`src/rtl/register_file.sv`:
```
// register_file
//
// General-purpose register file for the single-cycle datapath. It sits
// directly after the write-back mux and feeds the decode/ALU operand path.
//
// Ports:
//   clk         system clock, rising-edge active
//   rst_n       asynchronous active-low reset; clears every register and
//               the write counter
//   RegWrite    write enable from control
//   WriteReg    destination register index
//   WriteBack   value to commit
//   ReadReg1/2  source register indices for the two operand ports
//   ReadData1/2 combinational operand values (index 0 always reads 0)
//   DbgAddr     inspection read index
//   DbgData     stored value at DbgAddr, never bypassed
//   WriteCount  committed writes since reset, saturating at 16'hFFFF
//
// Parameters:
//   DATA_WIDTH  register and data-port width
//   ADDR_WIDTH  register index width, NUM_REGS = 2**ADDR_WIDTH
//   BYPASS      1 = operand ports forward a write pending this cycle,
//               0 = operand ports return the stored value

module register_file #(
    parameter int DATA_WIDTH = 16,
    parameter int ADDR_WIDTH = 4,
    parameter int BYPASS     = 1
) (
    input  logic                  clk,
    input  logic                  rst_n,
    input  logic                  RegWrite,
    input  logic [ADDR_WIDTH-1:0] WriteReg,
    input  logic [DATA_WIDTH-1:0] WriteBack,
    input  logic [ADDR_WIDTH-1:0] ReadReg1,
    input  logic [ADDR_WIDTH-1:0] ReadReg2,
    output logic [DATA_WIDTH-1:0] ReadData1,
    output logic [DATA_WIDTH-1:0] ReadData2,
    input  logic [ADDR_WIDTH-1:0] DbgAddr,
    output logic [DATA_WIDTH-1:0] DbgData,
    output logic [15:0]           WriteCount
);

    localparam int NUM_REGS = 2 ** ADDR_WIDTH;

    logic [DATA_WIDTH-1:0] regs [NUM_REGS];
    logic                  write_en;
    logic                  fwd1;
    logic                  fwd2;

    // Writes aimed at r0 are dropped entirely, so they neither land in
    // storage nor count as committed.
    assign write_en = RegWrite && (WriteReg != '0);

    always_ff @(posedge clk or negedge rst_n) begin
        if (!rst_n) begin
            for (int i = 0; i < NUM_REGS; i++) begin
                regs[i] <= '0;
            end
        end else if (write_en) begin
            regs[WriteReg] <= WriteBack;
        end
    end

    always_ff @(posedge clk or negedge rst_n) begin
        if (!rst_n) begin
            WriteCount <= '0;
        end else if (write_en && (WriteCount != 16'hFFFF)) begin
            WriteCount <= WriteCount + 16'd1;
        end
    end

    // Forwarding is qualified with rst_n so that every read port shows 0
    // while reset is held, even if control is still asserting a write.
    always_comb begin
        fwd1 = 1'b0;
        fwd2 = 1'b0;
        if (BYPASS != 0) begin
            fwd1 = rst_n && write_en && (WriteReg == ReadReg1);
            fwd2 = rst_n && write_en && (WriteReg == ReadReg2);
        end
    end

    always_comb begin
        ReadData1 = regs[ReadReg1];
        if (ReadReg1 == '0) begin
            ReadData1 = '0;
        end else if (fwd1) begin
            ReadData1 = WriteBack;
        end
    end

    always_comb begin
        ReadData2 = regs[ReadReg2];
        if (ReadReg2 == '0) begin
            ReadData2 = '0;
        end else if (fwd2) begin
            ReadData2 = WriteBack;
        end
    end

    always_comb begin
        DbgData = regs[DbgAddr];
        if (DbgAddr == '0) begin
            DbgData = '0;
        end
    end

endmodule
```
`config.mk`:
```
export PLATFORM = sky130hd
export DESIGN_NAME = register_file
export DESIGN_NICKNAME = d
export VERILOG_FILES = /design/src/rtl/register_file.sv
export SDC_FILE = /design/constraint.sdc
export NUM_CORES = 1
export LEC_CHECK = 0
export ABC_AREA = 1
export BUFFER_PORTS_ARGS = -buffer_cell sky130_fd_sc_hd__buf_2
export CORE_MARGIN = 2
export CORE_UTILIZATION = 30
export CTS_CLUSTER_DIAMETER = 60
export DETAILED_ROUTE_END_ITERATION = 8
export HOLD_SLACK_MARGIN = 0.03
export MAX_ROUTING_LAYER = met4
export PLACE_DENSITY_LB_ADDON = 0.12
export SLEW_MARGIN = 10
export SYNTH_ARGS = -nofsm -noshare
export SYNTH_HDL_FRONTEND = slang
export SYNTH_SLANG_ARGS = --single-unit
```
`constraint.sdc`:
```
create_clock -name clk -period 1.7 [get_ports clk]
set_input_delay 0.34 -clock clk [delete_from_list [all_inputs] [get_ports clk]]
set_output_delay 0.34 -clock clk [all_outputs]
set_load 0.01 [all_outputs]
```
Word level (Yosys, flattened, before mapping)
Cells that the tools add are included.
{"block": "totals", "latchBits": 0, "ram_bits": 0, "register_bits": 272, "romBits": 0, "n_memories": 0, "output_inout_bits": 64}
{"block": "classes", "mul": 0, "n_lt_le_gt_ge": 5, "bitwise": 4, "mux": 17, "reduce_logical": 10, "add_sub_neg": 1, "n_shift": 0, "n_eq_ne": 3, "div_mod_pow": 0}
{"operator": "bitwise mux 256 bit", "n": 1}
{"operator": "binary-select mux 16 bit (select 4 bit)", "n": 3}
{"operator": "2-to-1 mux 16 bit", "n": 12}
{"operator": "demux 16 bit (select 4 bit)", "n": 1}
{"operator": "greater-or-equal comparator 5 bit, second input constant", "n": 4}
{"operator": "inverter 4 -> 5 bit", "n": 4}
{"operator": "adder 16 x 1 -> 16 bit, second input constant", "n": 1}
{"operator": "!= test 16 bit, second input constant", "n": 1}
{"operator": "logical NOT 4 bit", "n": 3}
{"operator": "equality test 4 bit", "n": 2}
{"operator": "logical AND 1 bit", "n": 6}
{"operator": "< comparator 5 x 1 -> 1 bit, second input constant", "n": 1}
{"operator": "nonzero test 4 bit", "n": 1}

Depth between registers and ports, before layout
Gate-level depths: netlist of the first run.
{"block": "depth", "depth_word": 6, "ltp_mapped": 10}

Least setup slack after synthesis of the first run
No wires, ideal clock.
{"block": "synth_path", "path_kind": "input to output", "start": "input DbgAddr[2]", "end": "output DbgData[10]", "setup_slack_ps": -166, "arrival_time_ps": 1526, "path_stages": 8, "path_cell_list": "buf_4 -> clkinv_1 -> nor2_1 -> buf_2 -> nand2_1 -> nand2_1 -> inv_1 -> a21oi_1"}
{"block": "synth_via", "elab_chain_len": 5, "word_cells_on_any_way": 6, "classes_between": "mux: 4; bitwise: 1; reduce/logical: 1"}
{"item": "start: declaration", "line_no": "39", "text": "input logic [ADDR_WIDTH-1:0] DbgAddr,"}
{"item": "inverter 4 -> 5 bit (implied by the code)", "line_no": "103", "text": "DbgData = regs[DbgAddr];"}
{"item": "binary-select mux 16 bit (select 4 bit)", "line_no": "103"}
{"item": "2-to-1 mux 16 bit (implied by the code) (2 in series)", "line_no": "103"}
{"item": "2-to-1 mux 16 bit *", "line_no": "104", "text": "if (DbgAddr == '0) begin"}
{"item": "end: declaration", "line_no": "40", "text": "output logic [DATA_WIDTH-1:0] DbgData,"}
Every way passes the cells marked *; elsewhere a longest branch is shown, timed or not. The select of a mux whose other input is x is not followed.

Final worst setup path of the first run
{"block": "layout_path", "start": "register regs[129] (netlist name)", "end": "output DbgData[1]"}
{"block": "layout_via", "elab_chain_len": 4}
{"item": "start: declaration", "line_no": "46", "text": "logic [DATA_WIDTH-1:0] regs [NUM_REGS];"}
{"item": "start signal: indexed assignment", "line_no": "61", "text": "regs[WriteReg] <= WriteBack;"}
{"item": "binary-select mux 16 bit (select 4 bit)", "line_no": "103"}
{"item": "2-to-1 mux 16 bit (implied by the code) (2 in series)", "line_no": "103"}
{"item": "2-to-1 mux 16 bit", "line_no": "104"}
Every way passes these cells. The select of a mux whose other input is x is not followed.

==> run metrics, run 1 <==
outcome=finished with violations; violations in the final reports=negative setup slack; DR pass1 iterations=6; count of inserted antenna diode cells=0; sort of element at the end of the critical path=output pin; Worst-Skew Late Latency=0.57 ns; post-route DRC violation count=0; simple logic cell fraction of the synthesized area=40.6%; hold endpoint=regs[2]; maximum fanout along the worst path=2; routed length on met3=8120 microns; endpoint arrival time on the critical path=1.89 ns; global route overflow=0; tightest hold margin=0.0834 ns; cell area after placement=22300 sq um; Post-Syn Area per Cell=6.27 sq um; slew margin rel.=36.6%; Syn Inst Count=2897; global-route wire length before repair=139000 microns; largest net degree at the start of global routing=141; hold depth=3; filler-free cell count of the finished design=4032; height of the chip=250 microns; unrepaired setup endpoints after global routing=yes; total wirelength of the detailed-routed design=95300 microns; Routed met1 length=40900 microns; clock buffer count from CTS=41; total of fill cells in the finished design=6102; via total after detailed routing=22300; initial antenna violation count=0; TritonCTS clock tree=done; sum of negative setup slack=-19.94 ns; clk root buf=clkbuf_16; post-synth top area share=37.5%; dominant combinational cell family by area after synthesis=simple AND/OR/NAND/NOR gates; power density relative to cell area=1000 nW/um^2; xor/xnor share of the synthesized area=0.434%; Maximum Capacitance Violations=0; most frequent cells in the layout=nand2_1, nand3_1, o21ai_0; Initial Util=30.2%; largest area contributor in the netlist=dfrtp_1; reg-to-reg endpoint=WriteCount[3]; global-route usage over all layers=30.7%; min-delay src=WriteBack[2]; final RePlAce weighted congestion=0.921; Post-Layout Inst Area=27000 sq um; number of warnings reported in the yosys synthesis log=0; fin. max-slew vios=0; detailed router's first-iteration violation count=2509; post-route clock period utilization=131%; layout cell share with drive strength beyond 1=30.2%; worst-case setup margin in the final layout=-0.529 ns; quantity of I/O buffers inserted on ports=98; Setup crit start kind=register; multiplexer area fraction after synthesis=0%; data required time at the worst endpoint=1.36 ns; Clock Sink Count=272; placeable core region=60100 sq um; peak supply drop=0.629 mV; highest metal layer with signal wires=met4; # setup viols final=48; Avg WL per Cell=23.6 microns; number of cells on the worst reg-to-reg path=9; Worst Setup Slack post-DPL=-0.590 ns; proportion of synthesized chip area in sequential cells=37.5%; leakage=12.8 nW; unique cell type count in the Yosys netlist=25; vias in the first global route=20900; register bit count reported by yosys=272; Reg-to-Reg Start=WriteCount[0]; number of placement rows=90; worst setup path class=reg2out; Total Die Area=62500 sq um; die outline width=250 microns; arithmetic-cell share of the synthesized area counting full adders, half adders and majority gates=0.0689%; Total Nets Final=3256; Core Util, Final=44.8%; hold crit path type=in2reg; Worst Clk Skew=0.00399 ns; Tightest Pin Transition=0.951 ns; Worst-path clk slew=0.06 ns; post-synthesis net count=2933; Min Clock Period, post-route=2.23 ns; cell types with the largest area share after synthesis=dfrtp_1, nand2_1, nand3_1; mean number of vias per cell=5.54; residual antenna-violating net count after detailed routing=0; highest clock frequency the design can meet=449 MHz; DPL Wire Length=62500 microns; count of boundary I/O pins=99; number of buffers between clock root and the deepest sink=3; summed instance area of the synthesized netlist=18200 sq um; commonest non-fill, non-tap cell in the layout=nand2_1; total instance count after detailed placement=3858; H-tree levels=2; Compound-Gate Fraction of Synth Area=12.7%; metal2 WL=41700 microns; count of final hold-check violations=0; P&R area growth vs syn=48.5%; overall power after layout=27.0 mW; reg-to-reg slack, setup=0.16 ns
## timing repair
item / in CTS / in global routing
resized for setup: 328 / 241
buffers inserted: 48 / 49
hold buffers: 1 / 0
pin swaps: 186 / 185
hold endpoints to repair: 6 / 0
cloned: 10 / 1
setup endpoints to repair: 48 / 49
## registers in the layout (all words and copies together), names as in the netlist
register / flops
regs: 256
WriteCount: 16
## logic make-up after synthesis
logic type / after synthesis
compound gates: 453
flops: 272
buf+inv: 397
fa+ha+maj: 1
simple gates: 1765
xor+xnor: 9
## worst max-delay path by stage
stage,start,endpoint,slack (ns),cells after the start
floorplan,DbgAddr[1],DbgData[11],-0.02,8
global placement,DbgAddr[1],DbgData[1],-0.60,12
detailed placement,DbgAddr[1],DbgData[1],-0.59,12
CTS,regs[59],ReadData2[11],-0.53,8
global route,regs[129],DbgData[1],-0.62,10
finish,regs[129],DbgData[1],-0.53,10
## where the power goes
| group | leakage [nW] | switching (mW) | total [mW] | internal, mW |
|---|---|---|---|---|
| clock network | 0.678 | 3.44 | 8.90 | 5.46 |
| logic | 8.72 | 4.95 | 8.93 | 3.99 |
| registers | 3.42 | 1.40 | 9.20 | 7.80 |
| total | 12.8 | 9.79 | 27.0 | 17.2 |
## cells in the mapped netlist
master,count
a21oi_1,78
buf_1,33
buf_2,51
buf_4,7
clkbuf_1,151
clkinv_1,1
dfrtp_1,272
ha_1,1
inv_1,152
inv_2,2
nand2_1,1078
nand2_2,1
nand3_1,539
nand3b_1,1
nand4_1,5
nor2_1,130
nor2_4,2
nor3_1,6
nor3_4,2
nor4_2,1
o211ai_1,17
o21ai_0,354
o21ai_1,4
xnor2_1,4
xor2_1,5
## area by class of cell
type	instances	area, sq um	area share [%]
clock inverters	21	240	0.891
repair buffers	522	5530	20.5
clock buffers	52	1160	4.30
flip-flops and latches	272	6820	25.3
inverters	155	608	2.26
multi-input cells	2228	11600	43.1
well taps	782	978	3.63
## per-layer routing
| metal | global-route usage (%) | vias to the layer above |
|---|---|---|
| li1 | - | 10100 |
| met1 | 41.7 | 10700 |
| met2 | 45.9 | 1271 |
| met3 | 4.74 | 272 |
| met4 | 11.9 | 0 |
| met5 | - | - |
## worst max-delay path, cell delays in order (launching register included)
cell	delay (ns)
dfrtp_1	0.41
nand2_1	0.08
nand2_1	0.06
nand2_1	0.05
o21ai_1	0.08
nand2_1	0.06
nand2_1	0.06
inv_2	0.05
a21oi_4	0.23
buf_6	0.15
buf_6	0.10
Power figures use the tool's default switching activity.
==> run 2, diff against run 1 <==
Settings changed: PLACE_DENSITY set to 0.44, PLACE_DENSITY_LB_ADDON 0.12 to not set.
==> run metrics, run 2 (synthesis gave the netlist of run 1 again) <==
DR pass1 iterations=6 (unchanged); post-route DRC violation count=0 (unchanged); Total Die Area=62500 sq um (unchanged); global route overflow=0 (unchanged); # setup viols final=48 (unchanged); peak supply drop=0.682 mV (+8.5%); outcome=finished with violations; placeable core region=60100 sq um (unchanged); Clock Sink Count=272 (unchanged); Post-Layout Inst Area=27500 sq um (+2.0%); clk root buf=clkbuf_16; count of boundary I/O pins=99 (unchanged); total instance count after detailed placement=3893 (+0.91%); final RePlAce weighted congestion=0.927 (+0.63%); commonest non-fill, non-tap cell in the layout=nand2_1; quantity of I/O buffers inserted on ports=98 (unchanged); storage element area=6820 sq um (about the same); Tightest Pin Transition=0.883 ns (-0.0674 ns); overall power after layout=28.0 mW (+3.7%); height of the chip=250 microns (unchanged); total wirelength of the detailed-routed design=96900 microns (+1.6%); layout cell share with drive strength beyond 1=32.5% (+2.3 points); worst setup path class=reg2out; data required time at the worst endpoint=1.36 ns (about the same); tightest hold margin=0.0478 ns (-0.0356 ns); clock buffer count from CTS=42 (+2.4%); Avg WL per Cell=23.9 microns (+1.1%); filler-free cell count of the finished design=4052 (+0.50%); mean number of vias per cell=5.52 (-0.46%); initial antenna violation count=2 (+2); global-route wire length before repair=142000 microns (+1.8%); largest register by flop count=regs; Setup crit start kind=register; leakage=13.1 nW (+1.9%); unrepaired setup endpoints after global routing=yes; die outline width=250 microns (unchanged); count of final hold-check violations=0 (unchanged); fin. max-slew vios=0 (unchanged); global-route usage over all layers=31.2% (+0.49 points); P&R area growth vs syn=51.4%; endpoint arrival time on the critical path=1.90 ns (about the same); Initial Util=30.2% (unchanged); most frequent cells in the layout=nand2_1, nand3_1, o21ai_0; Worst Setup Slack post-DPL=-0.640 ns (-0.0495 ns); power density relative to cell area=1020 nW/um^2 (+1.7%); number of placement rows=90 (unchanged); Total Nets Final=3275 (+0.58%); TritonCTS clock tree=done; Maximum Capacitance Violations=0 (unchanged); number of buffers between clock root and the deepest sink=3 (unchanged); highest clock frequency the design can meet=447 MHz (-0.38%); Worst Clk Skew=0.00233 ns (-0.00166 ns); Worst-Skew Late Latency=0.58 ns (about the same); worst-case setup margin in the final layout=-0.537 ns (-0.00841 ns); cell area after placement=22500 sq um (+1.0%); sort of element at the end of the critical path=output pin; detailed router's first-iteration violation count=2535 (+1.0%); Worst-path clk slew=0.05 ns (about the same); slew margin rel.=41.1% (+4.5 points); number of flip-flops in the largest register=256 (unchanged); registers with the highest flip-flop counts=regs: 256 flops, WriteCount: 16 flops; DPL Wire Length=62800 microns (+0.40%); violations in the final reports=negative setup slack; post-route clock period utilization=132% (+0.49 points); vias in the first global route=21200 (+1.8%); hold crit path type=in2reg; residual antenna-violating net count after detailed routing=0 (unchanged); total of fill cells in the finished design=6136 (+0.56%); Min Clock Period, post-route=2.24 ns (+0.00841 ns); multi-input gate area in the final layout=11900 sq um (+2.7%); H-tree levels=2 (unchanged); maximum fanout along the worst path=2 (unchanged); largest net degree at the start of global routing=138 (-2.1%); via total after detailed routing=22400 (+0.036%)
==> run 2: cell types whose count changed in the layout (fill, tap and decap cells not counted), sizes merged <==
cell,delta
buf,+18
bufinv,+4
diode,+1
clkbuf,+8
inv,-4
clkinvlp,-5
bufbuf,-3
clkinv,+1
==> run 2: through the flow <==
step	utilization [%]	setup TNS, ns
floorplan	-	-0.0672
global placement	37.4	-27.69
detailed placement	37.4	-28.78
CTS	43.5	-20.88
global route	45.7	-24.04
finish	45.7	-20.46
==> run 2: final cells by class <==
| type | instances | share of cell area (%) |
|---|---|---|
| diodes | 1 | 0.00910 |
| well taps | 782 | 3.56 |
| inverters | 155 | 2.20 |
| flip-flops and latches | 272 | 24.8 |
| clock buffers | 57 | 4.36 |
| repair buffers | 540 | 20.6 |
| clock inverters | 17 | 1.11 |
| multi-input cells | 2228 | 43.4 |
==> run 2: final timing paths <==
path | depth (start not counted) | endpoint | startpoint | slack (ns)
min reg2reg | 0 | regs[254] | regs[254] | 0.38
max in group asynchronous | 4 | regs[168] | rst_n | 0.26
max reg2reg | 9 | WriteCount[3] | WriteCount[1] | 0.15
min in group asynchronous | 3 | WriteCount[11] | rst_n | 0.27
max | 8 | DbgData[1] | regs[161] | -0.54
min | 3 | regs[165] | WriteBack[5] | 0.05
==> run 2: power by group <==
group | switching [mW] | internal (mW) | total (mW) | leakage, nW
logic | 5.11 | 4.10 | 9.21 | 8.89
clock network | 3.52 | 6.14 | 9.66 | 0.738
registers | 1.36 | 7.80 | 9.17 | 3.43
==> run 2: routing by layer <==
metal | up-vias | GRT usage, % | part of all wire, %
met5 | - | - | 0
met3 | 237 | 5.75 | 8.5
met1 | 10900 | 41.9 | 43
met4 | 0 | 12.2 | 4.5
li1 | 10100 | - | -
met2 | 1089 | 46.4 | 44
==> run 2: worst max-delay path, stage by stage, from the launching register on <==
cell and delay [ns]:
dfrtp_1 0.42, nor2_1 0.08, o21ai_1 0.14, nand2_1 0.07
nand2_1 0.08, inv_1 0.07, a21oi_4 0.20, buf_6 0.16
buf_6 0.11
==> run 2: timing repair <==
| action | CTS | global route |
|---|---|---|
| pin swaps | 260 | 203 |
| endpoints found under the setup margin | 48 | 64 |
| cloned | 10 | 4 |
| setup buffers | 45 | 40 |
| hold buffers | 1 | 0 |
| endpoints found under the hold margin | 14 | 0 |
| resized for setup | 406 | 263 |
